==> src/rtl/mips_multicycle_control.sv <==
// Main control FSM for the multicycle MIPS datapath: sequences fetch/decode/execute/
// memory/writeback with a MemReady wait on every memory access and flags bad opcodes.
module mips_multicycle_control #(
  parameter logic [5:0] OP_LW    = 6'b100011,
  parameter logic [5:0] OP_SW    = 6'b101011,
  parameter logic [5:0] OP_RTYPE = 6'b000000,
  parameter logic [5:0] OP_BEQ   = 6'b000100,
  parameter logic [5:0] OP_ADDI  = 6'b001000,
  parameter logic [5:0] OP_J     = 6'b000010
) (
  input  logic       clk,
  input  logic       rst_n,
  input  logic [5:0] Op,
  input  logic       Zero,
  input  logic       MemReady,
  output logic       MemRead,
  output logic       MemWrite,
  output logic       IRWrite,
  output logic       IorD,
  output logic       RegDst,
  output logic       MemtoReg,
  output logic       RegWrite,
  output logic       AluSrcA,
  output logic [1:0] AluSrcB,
  output logic [1:0] AluOp,
  output logic [1:0] PCSrc,
  output logic       PCEn,
  output logic       Illegal
);

  typedef enum logic [3:0] {
    FETCH   = 4'd0,
    DECODE  = 4'd1,
    MEMADR  = 4'd2,
    MEMRD   = 4'd3,
    MEMWB   = 4'd4,
    MEMWR   = 4'd5,
    RTYPEEX = 4'd6,
    RTYPEWB = 4'd7,
    BEQEX   = 4'd8,
    ADDIEX  = 4'd9,
    ADDIWB  = 4'd10,
    JEX     = 4'd11
  } state_t;

  state_t     state, state_nxt;
  logic       mem_read_c, mem_write_c, ir_write_c, iord_c, reg_dst_c;
  logic       mem_to_reg_c, reg_write_c, alu_src_a_c, pc_write_c, branch_c, illegal_c;
  logic [1:0] alu_src_b_c, alu_op_c, pc_src_c;

  always_ff @(posedge clk or negedge rst_n) begin
    if (!rst_n) state <= FETCH;
    else        state <= state_nxt;
  end

  // Next-state and Moore output decode; MemReady/Zero only qualify enables.
  always_comb begin
    state_nxt    = state;
    mem_read_c   = 1'b0;
    mem_write_c  = 1'b0;
    ir_write_c   = 1'b0;
    iord_c       = 1'b0;
    reg_dst_c    = 1'b0;
    mem_to_reg_c = 1'b0;
    reg_write_c  = 1'b0;
    alu_src_a_c  = 1'b0;
    alu_src_b_c  = 2'b00;
    alu_op_c     = 2'b00;
    pc_src_c     = 2'b00;
    pc_write_c   = 1'b0;
    branch_c     = 1'b0;
    illegal_c    = 1'b0;
    case (state)
      FETCH: begin
        mem_read_c  = 1'b1;
        alu_src_b_c = 2'b01;
        ir_write_c  = MemReady;
        pc_write_c  = MemReady;
        if (MemReady) state_nxt = DECODE;
      end
      DECODE: begin
        alu_src_b_c = 2'b11;
        if (Op == OP_LW || Op == OP_SW) state_nxt = MEMADR;
        else if (Op == OP_RTYPE)        state_nxt = RTYPEEX;
        else if (Op == OP_BEQ)          state_nxt = BEQEX;
        else if (Op == OP_ADDI)         state_nxt = ADDIEX;
        else if (Op == OP_J)            state_nxt = JEX;
        else begin
          state_nxt = FETCH;
          illegal_c = 1'b1;
        end
      end
      MEMADR: begin
        alu_src_a_c = 1'b1;
        alu_src_b_c = 2'b10;
        state_nxt   = (Op == OP_LW) ? MEMRD : MEMWR;
      end
      MEMRD: begin
        mem_read_c = 1'b1;
        iord_c     = 1'b1;
        if (MemReady) state_nxt = MEMWB;
      end
      MEMWB: begin
        mem_to_reg_c = 1'b1;
        reg_write_c  = 1'b1;
        state_nxt    = FETCH;
      end
      MEMWR: begin
        mem_write_c = 1'b1;
        iord_c      = 1'b1;
        if (MemReady) state_nxt = FETCH;
      end
      RTYPEEX: begin
        alu_src_a_c = 1'b1;
        alu_op_c    = 2'b10;
        state_nxt   = RTYPEWB;
      end
      RTYPEWB: begin
        reg_dst_c   = 1'b1;
        reg_write_c = 1'b1;
        state_nxt   = FETCH;
      end
      BEQEX: begin
        alu_src_a_c = 1'b1;
        alu_op_c    = 2'b01;
        pc_src_c    = 2'b01;
        branch_c    = 1'b1;
        state_nxt   = FETCH;
      end
      ADDIEX: begin
        alu_src_a_c = 1'b1;
        alu_src_b_c = 2'b10;
        state_nxt   = ADDIWB;
      end
      ADDIWB: begin
        reg_write_c = 1'b1;
        state_nxt   = FETCH;
      end
      JEX: begin
        pc_src_c   = 2'b10;
        pc_write_c = 1'b1;
        state_nxt  = FETCH;
      end
      default: state_nxt = FETCH;
    endcase
  end

  // Reset gates every output so an in-flight write is killed the moment rst_n falls.
  assign MemRead  = rst_n & mem_read_c;
  assign MemWrite = rst_n & mem_write_c;
  assign IRWrite  = rst_n & ir_write_c;
  assign IorD     = rst_n & iord_c;
  assign RegDst   = rst_n & reg_dst_c;
  assign MemtoReg = rst_n & mem_to_reg_c;
  assign RegWrite = rst_n & reg_write_c;
  assign AluSrcA  = rst_n & alu_src_a_c;
  assign AluSrcB  = rst_n ? alu_src_b_c : 2'b00;
  assign AluOp    = rst_n ? alu_op_c    : 2'b00;
  assign PCSrc    = rst_n ? pc_src_c    : 2'b00;
  assign PCEn     = rst_n & (pc_write_c | (branch_c & Zero));
  assign Illegal  = rst_n & illegal_c;

endmodule
==> config.mk <==
export PLATFORM = sky130hd
export DESIGN_NAME = mips_multicycle_control
export DESIGN_NICKNAME = d
export VERILOG_FILES = /design/src/rtl/mips_multicycle_control.sv
export SDC_FILE = /design/constraint.sdc
export NUM_CORES = 1
export LEC_CHECK = 0
export ABC_CLOCK_PERIOD_IN_PS = 1000
export CORE_MARGIN = 4
export CORE_UTILIZATION = 37
export CTS_CLUSTER_DIAMETER = 30
export CTS_CLUSTER_SIZE = 20
export DETAILED_ROUTE_END_ITERATION = 10
export PLACE_DENSITY = 0.79
export SLEW_MARGIN = 0
export SYNTH_ARGS = -nofsm -noshare
export SYNTH_HDL_FRONTEND = slang
export SYNTH_SLANG_ARGS = --single-unit
==> constraint.sdc <==
create_clock -name clk -period 1 [get_ports clk]
set_input_delay 0.15 -clock clk [delete_from_list [all_inputs] [get_ports clk]]
set_output_delay 0.15 -clock clk [all_outputs]
set_load 0.01 [all_outputs]
### After elaboration in Yosys (flattened, before gate mapping)

Index checks and enable logic that the tools add are counted.

* output and inout port bits: 16
* input port bits: 10
* flip-flop bits (word level): 4

* muxes and demuxes: 32
* bitwise gates (word level): 12
* equality and inequality tests: 19
* reductions and logical operators: 9

Operators by type and width (number)
* two-way mux 4 bit: 8
* case mux 4 bit (7 select lines): 1
* == test 4 x 3 -> 1 bit, second input constant: 4
* == test 4 bit, second input constant: 4
* two-way mux 1 bit: 15
* == test 6 bit, second input constant: 2
* bitwise AND 1 bit: 11
* == test 4 x 2 -> 1 bit, second input constant: 2
* case mux 2 bit (2 select lines): 2
* == test 6 x 2 -> 1 bit, second input constant: 1
* == test 6 x 3 -> 1 bit, second input constant: 1
* == test 6 x 4 -> 1 bit, second input constant: 1
* logical NOT 6 bit: 1
* two-way mux 2 bit: 3
* != test 2 bit, second input constant: 3
* case mux 2 bit (3 select lines): 1
* OR reduction 2 bit: 3
* == test 4 x 1 -> 1 bit, second input constant: 1
* logical NOT 4 bit: 1
* OR reduction 4 bit: 1
* two-way mux 3 bit: 1
* AND reduction 3 bit: 1
* OR reduction 3 bit: 1
* case mux 1 bit (2 select lines): 1
* 2 further kinds: 2

### Depth between registers and ports, before layout

Gate-level depths: netlist of the first run.

* depth in word-level cells: 8
* mapped depth: 5
* depth with buffers taken out: 4

### Worst setup path after synthesis of the first run

OpenSTA, ideal clock, no wires.

* path type: register -> output
* start: register state[1]
* end: output port PCSrc[0]
* setup slack: -259 ps
* cell stages (with the launch flop): 6
* arrival: 1109 ps
* required time: 850 ps
* cell sequence: dfrtp_1 > buf_4 > nor2_1 > nand2_1 > nor2_1 > buf_4

* cells in the longest elaborated chain, start to end: 3
* elaborated cells on any way between the ends: 4

Ends and longest elaborated chain
* start: declaration: RTL line 46 `state_t state, state_nxt;`
* start signal: assignment: RTL line 53 `else state <= state_nxt;`
* == test 4 bit: RTL line 73 `case (state)`
* case mux 2 bit (2 select lines) *: RTL line 73
* two-way mux 2 bit *: RTL line 159 `assign PCSrc = rst_n ? pc_src_c : 2'b00;`
* end: declaration: RTL line 26 `output logic [1:0] PCSrc,`

Every way passes the cells marked *; elsewhere a longest branch is shown, timed or not.

### Worst setup path after layout of the first run

* start: register state[3]
* end: output port AluSrcB[0]

* cells in the longest elaborated chain, start to end: 4
* elaborated cells on any way between the ends: 7

Ends and longest elaborated chain
* == test 4 bit or == test 4 x 2 -> 1 bit (tied branches): RTL line 73
* OR reduction 2 bit (no source line)
* case mux 2 bit (3 select lines) *: RTL line 73
* two-way mux 2 bit *: RTL line 157 `assign AluSrcB = rst_n ? alu_src_b_c : 2'b00;`
* end: declaration: RTL line 24 `output logic [1:0] AluSrcB,`

Marks and branches as above.

==> results of run 1 <==
-- report_power, final --
part           total (mW)  leakage, nW  internal, mW  switching, mW
logic                1.04        0.582         0.562          0.481
registers           0.229       0.0476         0.185         0.0439
clock network       0.230       0.0150         0.151         0.0796
-- final cells by class --
type | instances | area share [%]
Multi-Input combinational cell | 68 | 44.37
Timing Repair Buffer | 74 | 44.10
Sequential cell | 4 | 7.685
Clock buffer | 4 | 1.921
Tap cell | 16 | 1.464
Inverter | 1 | 0.4575
-- final timing paths --
kind | start | end | slack, ns | depth (start not counted)
worst max-delay path | state[3] | AluSrcB[0] | -0.59 | 6
worst min-delay path | rst_n | state[3] | 0.25 | 2
worst max register to register | state[0] | state[2] | -0.46 | 6
worst min register to register | state[2] | state[3] | 0.69 | 2
max in group asynchronous | rst_n | state[0] | 0.63 | 2
min in group clk | Op[0] | state[0] | 0.47 | 3
-- kinds of logic after synthesis --
| kind of cell | synth area share [%] |
|---|---|
| and+or+nand+nor | 44.89 |
| AOI/OAI and AO/OA | 23.38 |
| muxes | 1.670 |
| DFF | 16.70 |
| xor gates and xnor gates | 4.385 |
| buffers and inverters | 8.975 |
-- worst max-delay path, cell delays in order, from the launching register on --
cell and delay (ns):
dfrtp_2 0.44, buf_6 0.14, buf_6 0.11, nor2_4 0.11, nand2_2 0.10, nor2_2 0.16
buf_2 0.15
-- cells in the mapped netlist, types with 2 or more instances --
library cell  instances
nor2_2                3
nand2b_1              3
nor2b_1               2
o21ai_0               3
nor2_1               15
nand2_1               7
nand3_1               3
buf_6                 2
buf_4                 3
nor3_1                5
dfrtp_1               4
xnor2_1               2
-- metal layers --
| metal | up-vias | wire (um) |
|---|---|---|
| li1 | 430 | - |
| met1 | 479 | 1232 |
| met2 | 67 | 1655 |
| met3 | 14 | 256 |
| met4 | 0 | 111 |
| met5 | - | 0 |
-- metrics by stage --
stage                     utilization, %  instances
final                              89.74        167
after global routing               89.74        167
after global placement             73.73        149
after CTS                          85.47        165
after detailed placement           73.73        149
after floorplan                        -         79
-- timing repair --
action	4_1_cts	5_1_grt
setup endpoints to repair	20	20
buffers inserted	12	3
pin swaps	17	9
cloned	0	0
gates resized for setup	105	12
==> reports/results.tsv, run 1 <==
metric	value	unit
p_per_area	1098	nW/um2
tritoncts	done	
largest_reg_flops	4	
drc	0	
vias_per_cell	5.928	
crit_fanout	4	
max_freq	627.6	MHz
vias	990	
relSlewSlack	73.05	%
hold_viol_final	0	
seqCellArea	105.1	um2
syn_avg_cell_area	7.586	um2
dieWidth	48.25	um
hold_ws	0.2469	ns
cts.path.max_buffers	2	
dpl.hpwl	1.796	mm
slew_viol_final	0	
firstDrtPassIters	4	
rsz0062_at_grt	true	
fp.dieArea	2328	um2
root_buffer	clkbuf_4	
fin_tns_setup	-9.791	ns
top_regs	state: 4 flops	
cts_made_buffers	3	
dp_slack	-1.031	ns
postLayoutCellArea	1368	um2
grt_busiest_layer	met2	
multi_input_area	606.8	um2
fin_crit_sh	159.3	%
layout_common_cells	35 x buf_4, 15 x buf_6, 14 x buf_2	
grt_use_met3	2.583	%
grt_max_degree	8	
layout_min_cycle_time	1.593	ns
wirelength	3.256	mm
synth_seq_cells	4	
grt_pass1_wl	4.022	mm
synth_top_area_share	16.70	%
cts.sink_count	4	
setup_viol	20	
critPathArrivalTime	1.44	ns
grt_pass1_vias	903	
rows	14	
setup.worst_path.class	reg2out	
globalRouteMet2Util	46.35	%
area_growth	128.2	%
grt.total_usage	25.04	%
fillers	69	
layout_setup_ws	-0.5934	ns
power.leakage	0.6443	nW
skew	0.006590	ns
die_h	48.25	um
synth_cells	79	
start_util	39.33	%
ys.flop_type	dfrtp_1	
syn-cell-area	599.3	um2
cp-start-kind	flip-flop	
synth-seq-area-share	16.70	%
drtAntennaViolNets	0	
failed_checks	setup timing	
layout-drive-gt1-share	72.19	%
htreeDepth	1	
placed_cell_area	1124	um2
end_kind	output port	
core_area	1524	um2
async_flop_share	100.0	%
cts_hold_buffers	0	
outcome	finished, violations left	
drtIter0Drc	39	
synth_top_area_cell	dfrtp_1	
synth_warnings	0	
max_cap_violations	0	
overflow	0	
tightest_slew	0.4042	ns
regMostFlops	state	
synthDistinctLibCells	39	
power.total	1.502	mW
worstPathRequired	0.85	ns
synth_nets	89	
nets	162	
insertedDiodeCount	0	
portBuffers	25	
clkSlewWorstSetupHoldPaths	0.05	ns
final_common_cell	buf_4	
globalplace.congestion	0.8268	
avgRoutedWirePerCell	19.50	um
ios	26	
vdd_drop_max	968.3	uV
met1_usage	28.48	%
hold_class	in2async	
synth-edff-count	0	
clkLatencyLatePin	0.24	ns
grt_antenna_before_repair	0	
synth.area.top_cells	dfrtp_1 17%, nor2_1 9.4%, nand2_1 4.4%	
No activity file was read; power rests on OpenSTA's default activity.
==> run 2, diff against run 1 <==
- CORE_AREA: unset -> 4 4 41 43
- CORE_MARGIN: 4 -> unset
- CORE_UTILIZATION: 37 -> unset
- DIE_AREA: unset -> 0 0 45 47
- DONT_BUFFER_PORTS: unset -> 1
- PLACE_DENSITY: 0.79 -> 0.66
==> run 2 against run 1 <==
The flow still finishes with violations (setup timing). Flip-flop and latch count did not move. Clock power rose by 13%. Worst hold slack got worse by 0.17 ns. Via count fell by 22%. Core utilization fell by 4.2 points. Total power fell by 8.0%. Critical endpoint is now AluSrcB[1]. Register-to-register slack improved by 0.06 ns. Global-route usage rose by 0.89 points. Count of clock-buffer cells in the layout did not move. Cell area fell by 19%. Die area fell by 9.1%.
==> reports/results.tsv, run 2 (synthesis gave the netlist of run 1 again) <==
metric	value	unit	change
post-route-util	85.58	%	-4.2 points
rsz0062_at_grt	true		
clkLatencyLatePin	0.26	ns	+0.02 ns
start_util	46.06	%	+6.7 points
pwr-share-clk	18.7	%	+3.4 points
clkSlewWorstSetupHoldPaths	0.04	ns	about the same
grt_pass1_wl	3.781	mm	-6.0%
layout_common_cells	22 x buf_4, 11 x nor2_4, 10 x buf_6		
multi_input_area	631.9	um2	+4.1%
reg2reg_from	state[3]		
firstDrtPassIters	4		unchanged
p_int	0.8105	mW	-9.7%
power.total	1.381	mW	-8.0%
dieWidth	45	um	-6.7%
cts_made_buffers	3		unchanged
wirelength	2.556	mm	-21%
holdPathStages	2		
tightest_slew	0.2835	ns	-0.1207 ns
vdd_drop_max	836.2	uV	-14%
reg2reg_slack	-0.40	ns	+0.06 ns
layout_min_cycle_time	1.513	ns	-0.08059 ns
fin_crit_sh	151.3	%	-8.1 points
setup.worst_path.class	reg2out		
globalRouteMet2Util	43.50	%	-2.9 points
slew_viol_final	0		unchanged
area_growth	85.80	%	
met1_usage	29.66	%	+1.2 points
vias	775		-22%
critPathArrivalTime	1.36	ns	-0.08 ns
final_common_cell	buf_4		
tritoncts	done		
drc	0		unchanged
layout-drive-gt1-share	65.49	%	-6.7 points
avgRoutedWirePerCell	19.97	um	+2.4%
nets	124		-23%
p_sw_share	41.32	%	+1.1 points
ios	26		unchanged
min_to	state[0]		
fp.dieArea	2115	um2	-9.1%
r2r_cells	5		-1
grt_busiest_layer	met2		
seqCellArea	105.1	um2	unchanged
largest_reg_flops	4		unchanged
p_per_area	1240	nW/um2	+13%
max_freq	661.0	MHz	+5.3%
crit-reg2reg-capture	state[0]		
rows	13		-1
cp-start-kind	flip-flop		
grt_max_degree	10		+2
switching_power	0.5707	mW	-5.6%
dp_slack	-0.2953	ns	+0.7354 ns
crit_fanout	6		+2
relSlewSlack	80.56	%	+7.5 points
drtIter0Drc	24		-38%
root_buffer	clkbuf_4		
grt_pass1_vias	754		-17%
insertedDiodeCount	0		unchanged
htreeDepth	1		unchanged
drtAntennaViolNets	0		unchanged
outcome	finished, violations left		
hold_viol_final	0		unchanged
end_kind	output port		
grt_antenna_before_repair	0		unchanged
top_regs	state: 4 flops		
setup_viol	20		unchanged
core_area	1301	um2	-15%
failed_checks	setup timing		
worstPathRequired	0.85	ns	about the same
skew	0.007948	ns	+0.001358 ns
grt_use_met3	7.663	%	+5.1 points
globalplace.congestion	0.8111		-1.9%
pwr-share-seq	17.0	%	+1.7 points
comb_power_share	64.2	%	-5.2 points
fillers	66		-4.3%
hold_ws	0.07849	ns	-0.1684 ns
layout_setup_ws	-0.5128	ns	+0.08059 ns
grt.total_usage	25.93	%	+0.89 points
vias_per_cell	6.055		+2.1%
max_cap_violations	0		unchanged
min_from	MemReady		
overflow	0		unchanged
power.leakage	0.4398	nW	-32%
fin_tns_setup	-7.853	ns	+1.938 ns
dpl.hpwl	1.366	mm	-24%
portBuffers	0		-100%
die_h	47	um	-2.6%
cts.path.max_buffers	2		unchanged
hold_class	in2reg		
regMostFlops	state		
cts.sink_count	4		unchanged
run 2: changes by cell type in the layout (fill, tap and decap cells not counted), moves of 2 or more:
cell	before	now
buf_2	14	0
buf_4	35	22
buf_6	15	10
clkdlybuf4s50_1	2	0
dlygate4sd2_1	7	0
dlygate4sd3_1	0	3
nor2_1	8	5
nor2_2	6	2
nor2_4	4	11
nor3_2	3	1
run 2: power by group through the flow:
stage	Combinational, mW	Clock [mW]	Sequential (mW)
after floorplan	0.377	0	0.198
after global placement	0.468	0	0.221
after detailed placement	0.476	0	0.223
after CTS	0.732	0.253	0.226
after global routing	0.930	0.263	0.240
final	0.887	0.259	0.235
run 2: worst max path at each step:
| stage | startpoint | end |
|---|---|---|
| finish | state[0] | AluSrcB[1] |
| global placement | state[0] | AluSrcB[1] |
| global route | state[0] | AluSrcB[1] |
| floorplan | state[0] | AluSrcB[1] |
| CTS | state[0] | AluSrcB[1] |
| detailed placement | state[1] | Illegal |
run 2: what timing repair did:
item	in CTS	in global routing
pin swaps	13	11
hold buffers	3	0
cloned	0	0
setup buffers	8	7
endpoints found under the hold margin	5	0
endpoints found under the setup margin	20	20
gates resized for setup	36	10
run 2: layout make-up:
cell class / instances / share of cell area, %
flip-flops and latches: 4 / 9.438
well taps: 15 / 1.685
repair buffers: 36 / 29.44
clock buffers: 4 / 2.360
inverters: 1 / 0.3371
multi-input cells: 68 / 56.74
run 2: routing by layer:
| metal | up-vias | wire [um] |
|---|---|---|
| met1 | 382 | 1035 |
| met3 | 8 | 154 |
| met5 | - | 0 |
| li1 | 351 | - |
| met4 | 0 | 89 |
| met2 | 34 | 1277 |
run 2: critical path: stages, from the launching register on:
cell and delay, ns:
dfrtp_2 0.46, nand2b_4 0.20, nor2_4 0.17, nor2_4 0.05, nor3b_4 0.22
run 2: per-stage QoR:
stage / instance area [um2] / instances
2_1_floorplan: 650.6 / 79
3_3_place_gp: 744.5 / 106
3_5_place_dp: 744.5 / 106
4_1_cts: 1016 / 121
5_1_grt: 1114 / 128
6_report: 1114 / 128
